`config.mk`:
```
export PLATFORM = sky130hd
export DESIGN_NAME = sap_control_seq
export DESIGN_NICKNAME = d
export VERILOG_FILES = /design/src/rtl/sap_pkg.sv /design/src/rtl/sap_tstate_counter.sv /design/src/rtl/sap_control_seq.sv
export SDC_FILE = /design/constraint.sdc
export NUM_CORES = 1
export LEC_CHECK = 0
export CAP_MARGIN = 20
export CORE_UTILIZATION = 40
export CTS_CLUSTER_SIZE = 8
export DETAILED_ROUTE_END_ITERATION = 10
export PLACE_DENSITY = 0.85
export SLEW_MARGIN = 10
export SYNTH_ARGS = -nofsm -noshare
export SYNTH_HDL_FRONTEND = slang
export SYNTH_SLANG_ARGS = --single-unit
```
`constraint.sdc`:
```
create_clock -name clk -period 1.9 [get_ports clk]
set_clock_uncertainty 0.05 [all_clocks]
set_input_delay 0.285 -clock clk [delete_from_list [all_inputs] [get_ports clk]]
set_output_delay 0.285 -clock clk [all_outputs]
set_load 0.005 [all_outputs]
```
`src/rtl/sap_pkg.sv`:
```
// Shared definitions for the SAP control sequencer: opcode values, control-word
// bit positions and the per-opcode last execute step.
package sap_pkg;

    localparam int OP_NOP = 0;
    localparam int OP_LDA = 1;
    localparam int OP_ADD = 2;
    localparam int OP_SUB = 3;
    localparam int OP_STA = 4;
    localparam int OP_LDI = 5;
    localparam int OP_JMP = 6;
    localparam int OP_JC  = 7;
    localparam int OP_JZ  = 8;
    localparam int OP_OUT = 14;
    localparam int OP_HLT = 15;

    localparam int CW_PCOE     = 0;
    localparam int CW_PCJMP    = 1;
    localparam int CW_PCINC    = 2;
    localparam int CW_MARWA    = 3;
    localparam int CW_RAMOA    = 4;
    localparam int CW_RAMWA    = 5;
    localparam int CW_INREGWA  = 6;
    localparam int CW_INREGOA  = 7;
    localparam int CW_AWA      = 8;
    localparam int CW_AOA      = 9;
    localparam int CW_BWA      = 10;
    localparam int CW_BOA      = 11;
    localparam int CW_SUMOUT   = 12;
    localparam int CW_SUB      = 13;
    localparam int CW_FLAGSIN  = 14;
    localparam int CW_OUTREGWA = 15;
    localparam int CW_W        = 16;

    // The opcode only becomes valid at T2, so every instruction, including an
    // empty one, is decided no earlier than T2.
    function automatic int unsigned last_step(input int unsigned op);
        case (op)
            OP_LDA, OP_STA: return 3;
            OP_ADD, OP_SUB: return 4;
            default:        return 2;
        endcase
    endfunction

endpackage

```
`src/rtl/sap_tstate_counter.sv`:
```
// T-state counter with run gating, early instruction end, wrap and sticky halt.
module sap_tstate_counter #(
    parameter int TSTATES   = 6,
    parameter int EARLY_END = 1,
    parameter int TSW       = $clog2(TSTATES)
) (
    input  logic           clk,
    input  logic           clr,
    input  logic           run,
    input  logic           step_last,
    input  logic           hlt_step,
    output logic [TSW-1:0] tstate,
    output logic           halted
);

    logic [TSW-1:0] tstate_q, tstate_d;
    logic           halted_q, halted_d;

    always_ff @(posedge clk or negedge clr) begin
        if (!clr) begin
            tstate_q <= '0;
            halted_q <= 1'b0;
        end else begin
            tstate_q <= tstate_d;
            halted_q <= halted_d;
        end
    end

    always_comb begin
        tstate_d = tstate_q;
        halted_d = halted_q;
        if (halted_q) begin
            tstate_d = '0;
        end else if ((tstate_q == '0) && !run) begin
            tstate_d = '0;
        end else if (hlt_step) begin
            halted_d = 1'b1;
            tstate_d = '0;
        end else if ((EARLY_END != 0) && step_last) begin
            tstate_d = '0;
        end else if (tstate_q == TSW'(TSTATES - 1)) begin
            tstate_d = '0;
        end else begin
            tstate_d = tstate_q + TSW'(1);
        end
    end

    assign tstate = tstate_q;
    assign halted = halted_q;

endmodule

```
`src/rtl/sap_control_seq.sv`:
```
// Microcoded control sequencer for the 8-bit bus computer: decodes
// (opcode, T-state, flags) into the datapath control word.
module sap_control_seq
    import sap_pkg::*;
#(
    parameter int OPW       = 4,
    parameter int TSTATES   = 6,
    parameter int EARLY_END = 1
) (
    input  logic                       clk,
    input  logic                       clr,
    input  logic                       run,
    input  logic [OPW-1:0]             opcode,
    input  logic                       cf,
    input  logic                       zf,
    output logic                       pcoe,
    output logic                       pcjmp,
    output logic                       pcinc,
    output logic                       marwa,
    output logic                       ramoa,
    output logic                       ramwa,
    output logic                       inregwa,
    output logic                       inregoa,
    output logic                       awa,
    output logic                       aoa,
    output logic                       bwa,
    output logic                       boa,
    output logic                       sumout,
    output logic                       sub,
    output logic                       flagsin,
    output logic                       outregwa,
    output logic                       halted,
    output logic [$clog2(TSTATES)-1:0] tstate
);

    localparam int TSW = $clog2(TSTATES);

    logic [TSW-1:0]  tstate_q;
    logic            halted_q;
    logic            step_last;
    logic            hlt_step;
    logic [CW_W-1:0] cw;

    sap_tstate_counter #(
        .TSTATES   (TSTATES),
        .EARLY_END (EARLY_END),
        .TSW       (TSW)
    ) u_counter (
        .clk       (clk),
        .clr       (clr),
        .run       (run),
        .step_last (step_last),
        .hlt_step  (hlt_step),
        .tstate    (tstate_q),
        .halted    (halted_q)
    );

    // Instruction length depends on the opcode only, never on cf/zf.
    assign step_last = (tstate_q >= TSW'(2)) &&
                       (32'(tstate_q) == last_step(32'(opcode)));
    assign hlt_step  = (opcode == OPW'(OP_HLT)) && (tstate_q == TSW'(2));

    always_comb begin
        cw = '0;
        if (tstate_q == '0) begin
            cw[CW_PCOE]  = run;
            cw[CW_MARWA] = run;
        end else if (tstate_q == TSW'(1)) begin
            cw[CW_RAMOA]   = 1'b1;
            cw[CW_INREGWA] = 1'b1;
            cw[CW_PCINC]   = 1'b1;
        end else begin
            case ({opcode, tstate_q})
                {OPW'(OP_LDA), TSW'(2)},
                {OPW'(OP_ADD), TSW'(2)},
                {OPW'(OP_SUB), TSW'(2)},
                {OPW'(OP_STA), TSW'(2)}: begin
                    cw[CW_INREGOA] = 1'b1;
                    cw[CW_MARWA]   = 1'b1;
                end
                {OPW'(OP_LDA), TSW'(3)}: begin
                    cw[CW_RAMOA] = 1'b1;
                    cw[CW_AWA]   = 1'b1;
                end
                {OPW'(OP_ADD), TSW'(3)},
                {OPW'(OP_SUB), TSW'(3)}: begin
                    cw[CW_RAMOA] = 1'b1;
                    cw[CW_BWA]   = 1'b1;
                end
                {OPW'(OP_ADD), TSW'(4)},
                {OPW'(OP_SUB), TSW'(4)}: begin
                    cw[CW_SUMOUT]  = 1'b1;
                    cw[CW_AWA]     = 1'b1;
                    cw[CW_FLAGSIN] = 1'b1;
                    cw[CW_SUB]     = (opcode == OPW'(OP_SUB));
                end
                {OPW'(OP_STA), TSW'(3)}: begin
                    cw[CW_AOA]   = 1'b1;
                    cw[CW_RAMWA] = 1'b1;
                end
                {OPW'(OP_LDI), TSW'(2)}: begin
                    cw[CW_INREGOA] = 1'b1;
                    cw[CW_AWA]     = 1'b1;
                end
                {OPW'(OP_JMP), TSW'(2)}: begin
                    cw[CW_INREGOA] = 1'b1;
                    cw[CW_PCJMP]   = 1'b1;
                end
                {OPW'(OP_JC), TSW'(2)}: begin
                    cw[CW_INREGOA] = 1'b1;
                    cw[CW_PCJMP]   = cf;
                end
                {OPW'(OP_JZ), TSW'(2)}: begin
                    cw[CW_INREGOA] = 1'b1;
                    cw[CW_PCJMP]   = zf;
                end
                {OPW'(OP_OUT), TSW'(2)}: begin
                    cw[CW_AOA]      = 1'b1;
                    cw[CW_OUTREGWA] = 1'b1;
                end
                default: ;
            endcase
        end
        // clr gates the outputs directly so they drop before any clock edge.
        if (!clr || halted_q) begin
            cw = '0;
        end
    end

    assign pcoe     = cw[CW_PCOE];
    assign pcjmp    = cw[CW_PCJMP];
    assign pcinc    = cw[CW_PCINC];
    assign marwa    = cw[CW_MARWA];
    assign ramoa    = cw[CW_RAMOA];
    assign ramwa    = cw[CW_RAMWA];
    assign inregwa  = cw[CW_INREGWA];
    assign inregoa  = cw[CW_INREGOA];
    assign awa      = cw[CW_AWA];
    assign aoa      = cw[CW_AOA];
    assign bwa      = cw[CW_BWA];
    assign boa      = cw[CW_BOA];
    assign sumout   = cw[CW_SUMOUT];
    assign sub      = cw[CW_SUB];
    assign flagsin  = cw[CW_FLAGSIN];
    assign outregwa = cw[CW_OUTREGWA];
    assign halted   = halted_q;
    assign tstate   = tstate_q;

endmodule
```
=== Word-level counts from Yosys, hierarchy flattened ===
Index checks and enable logic that the tools add are counted.

* Register bits: 4
* Input port bits: 9
* Output and inout port bits: 20
* Word-level logic and storage cells: 76

* $add $sub $neg: 1
* $lt $le $gt $ge: 1
* Equality and inequality tests: 24
* Muxes and demuxes: 32
* Reduce and logical (&&, ||, !) cells: 16

{| class="wikitable"
|+ Operators with widths
! cell !! count
|-
| == test 7 x 5 -> 1 bit, second input constant || 6
|-
| == test 7 x 6 -> 1 bit, second input constant || 5
|-
| == test 3 x 32 -> 1 bit || 1
|-
| two-way mux 1 bit || 18
|-
| two-way mux 3 bit || 6
|-
| two-way mux 16 bit || 1
|-
| == test 7 x 4 -> 1 bit, second input constant || 2
|-
| == test 7 bit, second input constant || 2
|-
| two-way mux 4 bit || 3
|-
| OR reduction 2 bit || 5
|-
| == test 4 x 2 -> 1 bit, second input constant || 2
|-
| OR reduction 4 bit || 2
|-
| OR reduction 8 bit || 1
|-
| two-way mux 7 bit || 1
|-
| case mux 3 bit (2 select lines) || 1
|-
| == test 4 x 1 -> 1 bit, second input constant || 1
|-
| == test 4 x 3 -> 1 bit, second input constant || 1
|-
| == test 4 bit, second input constant || 1
|-
| adder 3 x 1 -> 3 bit, second input constant || 1
|-
| == test 3 x 1 -> 1 bit, second input constant || 1
|-
| == test 3 x 2 -> 1 bit, second input constant || 1
|-
| == test 3 bit, second input constant || 1
|-
| >= comparator 3 x 2 -> 1 bit, second input constant || 1
|-
| logical AND 1 bit || 3
|-
| 6 further kinds || 7
|}

=== Logic depth before layout (Yosys ltp) ===
Gate-level depths: netlist (run 1).

* Depth in word-level cells: 9
* Mapped depth: 5
* Gate-level depth less buffers: 3

=== By module ===
Synthesis (run 1) repeated with hierarchy kept, for this count alone.

* Cells, all modules: 75
* Area, all modules: 609.3 um^2

{| class="wikitable"
|+ Modules (own cells, without submodules)
! module !! times used !! cells each !! area an instance (um^2) !! sequential area each (um^2)
|-
| sap_control_seq || 1 || 60 || 430.4 || 0.0
|-
| sap_tstate_counter || 1 || 15 || 178.9 || 100.1
|}

=== Least setup slack after synthesis (run 1) ===
No wires, ideal clock.

* Path type: reg2out
* Start point: register u_counter.tstate_q[2] (netlist: u_counter.tstate[2])
* End point: output pcinc
* Data arrival time: 1.205 ns
* Data required time: 1.565 ns
* Setup slack: 0.360 ns
* Stages on the path, launching flop included: 6
* Buffers on the path: 2
* Cells stage by stage: dfrtp_1 > buf_2 > nor3b_4 > nand2_1 > nor2_1 > buf_4

* Longest elaborated chain between the ends: 4
* Elaborated cells on any way between the ends: 5
* Those cells by class: eq/ne: 1; mux: 3; reduce/logical: 1

{| class="wikitable"
|+ RTL lines
! what !! RTL line !! text
|-
| start, declared || sap_tstate_counter.sv:16 || <nowiki>logic [TSW-1:0] tstate_q, tstate_d;</nowiki>
|-
| start signal, assigned || sap_tstate_counter.sv:24 || <nowiki>tstate_q <= tstate_d;</nowiki>
|-
| == test 3 x 1 -> 1 bit || sap_control_seq.sv:68 || <nowiki>end else if (tstate_q == TSW'(1)) begin</nowiki>
|-
| two-way mux 1 bit || sap_control_seq.sv:68 ||
|-
| two-way mux 2 bit * || sap_control_seq.sv:65 || <nowiki>if (tstate_q == '0) begin</nowiki>
|-
| two-way mux 16 bit * || sap_control_seq.sv:125 || <nowiki>if (!clr || halted_q) begin</nowiki>
|-
| end, declared || sap_control_seq.sv:18 || <nowiki>output logic pcinc,</nowiki>
|}

Every way passes the cells marked *; elsewhere a longest branch is shown, timed or not.

=== Worst setup path after layout (run 1) ===
* Start point: register u_counter.tstate_q[2] (netlist: u_counter.tstate[2])
* End point: output outregwa

* Longest elaborated chain between the ends: 5
* Elaborated cells on any way between the ends: 7
* Those cells by class: eq/ne: 2; mux: 4; reduce/logical: 1

{| class="wikitable"
|+ RTL lines
! what !! RTL line !! text
|-
| == test 7 bit || sap_control_seq.sv:73 || <nowiki>case ({opcode, tstate_q})</nowiki>
|-
| two-way mux 1 bit || sap_control_seq.sv:73 ||
|-
| two-way mux 4 bit || sap_control_seq.sv:68 ||
|-
| two-way mux 4 bit * || sap_control_seq.sv:65 ||
|-
| two-way mux 16 bit * || sap_control_seq.sv:125 ||
|-
| end, declared || sap_control_seq.sv:31 || <nowiki>output logic outregwa,</nowiki>
|}

Marks and branches as above.

==> results of run 1 <==
==> worst min path at each step <==
| stage | start | endpoint | slack (ns) | depth (start not counted) |
|---|---|---|---|---|
| floorplan | clr | u_counter.halted$_DFF_PN0_ | -0.06 | 0 |
| global placement | u_counter.halted$_DFF_PN0_ | u_counter.halted$_DFF_PN0_ | 0.61 | 3 |
| detailed placement | clr | u_counter.halted$_DFF_PN0_ | 0.63 | 3 |
| CTS | clr | u_counter.tstate[0]$_DFF_PN0_ | 0.12 | 3 |
| global route | clr | u_counter.tstate[0]$_DFF_PN0_ | 0.15 | 3 |
| finish | clr | u_counter.halted$_DFF_PN0_ | 0.12 | 3 |
==> power by group <==
part | total, mW | internal [mW] | switching, mW
clock network | 0.105 | 0.0706 | 0.0342
logic | 0.0911 | 0.0460 | 0.0451
registers | 0.0856 | 0.0856 | 0
total | 0.282 | 0.202 | 0.0793
==> final cells by class <==
| class | instances | area share [%] |
|---|---|---|
| well taps | 16 | 1.69 |
| flip-flops and latches | 4 | 8.58 |
| inverters | 4 | 1.27 |
| multi-input cells | 61 | 46.6 |
| repair buffers | 61 | 39.9 |
| clock buffers | 3 | 1.91 |
==> cell usage in the layout, fill, tap and decap left out, types with 3 or more instances in the layout <==
cell             count
buf_2                8
buf_4               31
buf_6                3
clkbuf_2             4
clkbuf_4             3
clkdlybuf4s50_1      7
dfrtp_1              3
dlygate4sd2_1        6
inv_1                4
nand2_1              6
nor2_1               3
nor2_2               3
o21ai_0              3
==> worst max-delay path: stages (launching register included) <==
cell	delay, ns
dfrtp_2	0.44
nor3b_4	0.34
nand3b_1	0.16
buf_4	0.17
nor4_4	0.18
buf_2	0.15
==> registers in the layout, summed over array words and instances, names as in the netlist <==
name / count
u_counter.tstate: 3
u_counter.halted: 1
==> per-stage QoR <==
step                      area (sq um)  power (mW)  setup slack [ns]  utilization [%]  setup TNS [ns]
final                             1180       0.282           -0.0976             78.4          -0.264
after global routing              1180       0.299            -0.174             78.4          -0.585
after CTS                         1140       0.278           -0.0394             75.7         -0.0465
after detailed placement          1020       0.166            -0.579             67.9           -6.70
after global placement            1020       0.163            -0.555             67.9           -6.16
after floorplan                    641       0.127             0.360                -               0
==> routing by layer <==
layer	vias up	part of all wire (%)	GRT usage, %
li1	391	-	-
met1	377	40	29.1
met2	36	53	45.3
met3	4	4.6	3.45
met4	0	1.8	12.5
met5	-	0	0
==> cells by family after synthesis <==
kind of cell	after synthesis	synth area share, %
muxes	1	1.56
buffers and inverters	15	14.8
other	1	0.585
DFF	4	15.6
AOI/OAI and AO/OA	18	20.7
xor gates and xnor gates	2	2.73
and+or+nand+nor	39	43.9
==> timing repair <==
action / 4_1_cts / 5_1_grt
gates resized for setup: 60 / 23
endpoints found under the setup margin: 15 / 11
gates cloned: 0 / 0
buffers inserted: 11 / 2
pin swaps: 7 / 5
==> flow_metrics.tcl, run 1 <==
set metrics [dict create \
    status "finished with violations" \
    violations "negative setup slack" \
    timing.rr.end "u_counter.tstate[2]$_DFF_PN0_" \
    num_rows 14 \
    synth.largest_area_cell "dfrtp_1" \
    hold_buffers 0 \
    dr.first_iter.drc_count 23 \
    crit_type "reg -> out" \
    worstPathMaxFanout 5 \
    antenna_found_initial 0 \
    arrival_ns 1.66 \
    io_pins 29 \
    seqCellArea_sq_um 101 \
    clk_path_buf_depth 2 \
    synth.top_cell.area_share_pct 15.6 \
    grt_pass1_wl_um 3430 \
    seq_area_frac_synth_pct 15.6 \
    drc 0 \
    ys_ff_latch 4 \
    first_pass_iters 4 \
    ir_worst_vdd_v 0.000186 \
    stdcell_count 149 \
    reg2reg_slack_ns 0.15 \
    synth-edff-count 0 \
    setup_viol 4 \
    placed_cells 135 \
    post-dp-hpwl_um 1510 \
    grt_overflow_total 0 \
    clock.fmax_mhz 501 \
    cp-startpoint "u_counter.tstate[2]$_DFF_PN0_" \
    rsz0062_at_grt "true" \
    fillers 110 \
    p_leak_nw 0.560 \
    ys_top_cells_by_area "dfrtp_1, buf_4, nand2_1" \
    avgSynthCellArea_sq_um 8.01 \
    fin_nets 144 \
    syn2layout_area_growth_pct 84.4 \
    syn_area_sq_um 641 \
    min_period_ns 2.00 \
    min_period_over_period_pct 105 \
    synthArstFlopShare_pct 100 \
    yosysWarnings 0 \
    core_area_sq_um 1510 \
    timing.hold.ws_ns 0.124 \
    drt_wl_total_um 2330 \
    multi_input_area_sq_um 551 \
    regToRegStartpoint "u_counter.tstate[2]$_DFF_PN0_" \
    gp_congestion 0.841 \
    cellPowerDensity_nw_per_um2 238 \
    yosysUniqueCellTypes 40 \
    wl_per_cell_um 15.6 \
    endpoint "outregwa" \
    cts_buffers 3 \
    cts_tree "done" \
    cap_violations 0 \
    critPathRequiredTime_ns 1.56 \
    die_width_um 42.0 \
    grtUsageTotal_pct 25.2 \
    die_y_um 42.0 \
    startpoint_type "flip-flop" \
    dieArea_sq_um 1770 \
    port_buffers 27 \
    postRouteAntennaNets 0 \
    clkTransAtPathRegs_ns 0.04 \
    finalMaxSlewViolations 0 \
    root_buffer "clkbuf_4" \
    clk_latency_ns 0.23 \
    endpoint_kind "output port" \
    drive_above_1_share_pct 57.1 \
    synthFlopType "dfrtp_1" \
    syn_nets 89 \
    synthCells 80 \
    via_per_inst 5.42 \
    cts_htree_levels 1 \
    cts_sinks 4 \
    holdCritPathClass "in -> async" \
    routed-via-count 808 \
    hold_viol 0 \
    initial_core_util_pct 42.5 \
    grt_max_degree 11 \
    diodes 0 \
    setup_ws_ns -0.0976 \
    synthTopCellsByCount "nand2_1, nor2_1, buf_4" \
    grt_pass1_vias 791 \
    reg2regPathDepth 6 \
]
(Power assumes the default switching activity.)
==> run 2: changes to the inputs <==
- CTS_CLUSTER_SIZE: 8 -> 10
==> results of run 2 <==
The final DEF is identical to that of run 1; final timing and power are the same.
==> run 3: changes to the inputs <==
- CORE_UTILIZATION: 40 -> 37
- MAX_ROUTING_LAYER: default -> met4
- PLACE_DENSITY: 0.85 -> 0.82
- clock period: 1.9 -> 1.76 ns (I/O delays scaled with it)
==> run 3 against run 2 <==
- the flow finishes with violations (design-rule violations, negative setup slack)
- critical path depth unchanged
- sequential cell count unchanged
- setup slack got worse by 0.071 ns
- sequential power increased by 8.1%
- utilization decreased by 2.5 points
- cell count increased by 1.3%
- clock-buffer cell count unchanged
- critical path type unchanged
- largest cell class unchanged
- largest power group unchanged
- highest routed layer unchanged
==> flow_metrics.tcl, run 3 (synthesized netlist as in run 1, its figures left out) <==
set metrics [dict create \
    via_per_inst 5.59 \
    cts_htree_levels 1 \
    num_rows 14 \
    cts_tree "done" \
    syn2layout_area_growth_pct 84.8 \
    final_cell_mix "buf_4, buf_2, nand2_1, clkdlybuf4s50_1" \
    postRouteAntennaNets 0 \
    antenna_found_initial 0 \
    die_y_um 43.6 \
    drt_wl_total_um 2440 \
    cts_sinks 4 \
    post-dp-hpwl_um 1580 \
    largest_reg_flops 3 \
    clkTransAtPathRegs_ns 0.04 \
    first_pass_iters 7 \
    fin_nets 146 \
    min_period_over_period_pct 110 \
    endpoint_kind "output port" \
    diodes 0 \
    grtUsageTotal_pct 28.1 \
    core_area_sq_um 1560 \
    clkPwrFrac_pct 37.0 \
    clk_latency_ns 0.23 \
    path_delay_family "simple AND/OR/NAND/NOR gates" \
    clk_path_buf_depth 2 \
    max_stage_delay_ns 0.44 \
    comb_power_share_pct 32.4 \
    cellPowerDensity_nw_per_um2 255 \
    path_cells "nor3b_4 -> nand2_2 -> buf_4 -> nor4b_2 -> buf_2" \
    path_buf_inv 2 \
    status "finished with violations" \
    gp_congestion 0.847 \
    root_buffer "clkbuf_4" \
    routed-via-count 844 \
    violations "design-rule violations, negative setup slack" \
    setup_viol 5 \
    dieArea_sq_um 1900 \
    power.internal_uw 219 \
    ir_worst_vdd_v 0.000391 \
    hold_buffers 0 \
    worstPathMaxFanout 4 \
    setup_ws_ns -0.169 \
    crit_type "reg -> out" \
    startpoint_type "flip-flop" \
    power_switching_share_pct 27.4 \
    io_pins 29 \
    arrival_ns 1.62 \
    wl_per_cell_um 16.1 \
    port_buffers 27 \
    p_leak_nw 0.583 \
    layout_commonest_cell "buf_4" \
    grt_pass1_vias 855 \
    min_period_ns 1.93 \
    cap_violations 0 \
    grt_max_degree 10 \
    initial_core_util_pct 41.1 \
    finalMaxSlewViolations 0 \
    grt_overflow_total 0 \
    crit_slowest_cell "dfrtp_2" \
    grt_pass1_wl_um 3880 \
    drive_above_1_share_pct 61.5 \
    hold_viol 0 \
    die_width_um 43.6 \
    place_ws_ns -0.684 \
    reg2reg_slack_ns 0.13 \
    cts_buffers 3 \
    clock.fmax_mhz 518 \
    critPathRequiredTime_ns 1.45 \
    p_sw_uw 82.8 \
    drc 5 \
    dr.first_iter.drc_count 27 \
    dpl_cell_area_sq_um 1040 \
    power_frac_seq_pct 30.6 \
    holdCritPathClass "in -> async" \
    rsz0062_at_grt "true" \
    finalInstanceArea_sq_um 1180 \
]
## run 3: cell count changes in the layout (fill, tap and decap cells not counted), moves of 2 or more
cell	previous run	this run
nor2_2	3	1
nor2_1	3	5
buf_6	3	5
buf_2	8	12
dlygate4sd2_1	6	2
## run 3: tightest hold or removal path: stages
cell and delay, ns:
dlygate4sd2_1 0.21, buf_4 0.11, buf_4 0.12
## run 3: path summary, 6_finish.rpt
path                                          startpoint                            end  cells after the start
max                        u_counter.tstate[2]$_DFF_PN0_                          ramwa                      5
min                                                  clr  u_counter.tstate[1]$_DFF_PN0_                      3
max reg2reg                u_counter.tstate[0]$_DFF_PN0_  u_counter.tstate[1]$_DFF_PN0_                      5
min reg2reg                u_counter.tstate[2]$_DFF_PN0_  u_counter.tstate[2]$_DFF_PN0_                      3
max in group asynchronous                            clr  u_counter.tstate[2]$_DFF_PN0_                      3
min in group clk                               opcode[0]     u_counter.halted$_DFF_PN0_                      4
## run 3: metrics by stage
| step | cells | power [mW] | util [%] | hold WS [ns] | TNS (ns) |
|---|---|---|---|---|---|
| 4_1_cts | 151 | 0.300 | 73.0 | 0.0980 | -0.886 |
| 5_1_grt | 151 | 0.323 | 75.9 | 0.111 | -1.04 |
| 2_1_floorplan | 80 | 0.137 | - | -0.0816 | 0 |
| 3_3_place_gp | 137 | 0.177 | 66.6 | 0.604 | -7.36 |
| 3_5_place_dp | 137 | 0.179 | 66.6 | 0.611 | -8.29 |
| 6_report | 151 | 0.302 | 75.9 | 0.105 | -0.526 |
## run 3: what timing repair did
item,in CTS,in global routing
buffers inserted,13,1
pin swaps,12,7
resized for setup,73,25
endpoints found under the setup margin,15,15
## run 3: power groups by stage
stage	clock network [mW]	logic [mW]	registers, mW
floorplan	0	0.0434	0.0937
global placement	0	0.0829	0.0936
detailed placement	0	0.0849	0.0936
CTS	0.119	0.0884	0.0924
global route	0.126	0.105	0.0924
finish	0.112	0.0979	0.0925
## run 3: final cells by class
type                    count  area (sq um)
inverters                   4          15.0
flip-flops and latches      4           103
clock buffers               3          22.5
fillers                   114           375
well taps                  16          20.0
repair buffers             63           475
multi-input cells          61           548
## run 3: layer usage
layer | GRT usage, % | part of all wire (%) | vias up
met5 | - | 0 | -
met4 | 8.75 | 1.1 | 0
met3 | 2.50 | 4.4 | 4
met1 | 32.2 | 40 | 406
met2 | 50.7 | 54 | 40
li1 | - | - | 394
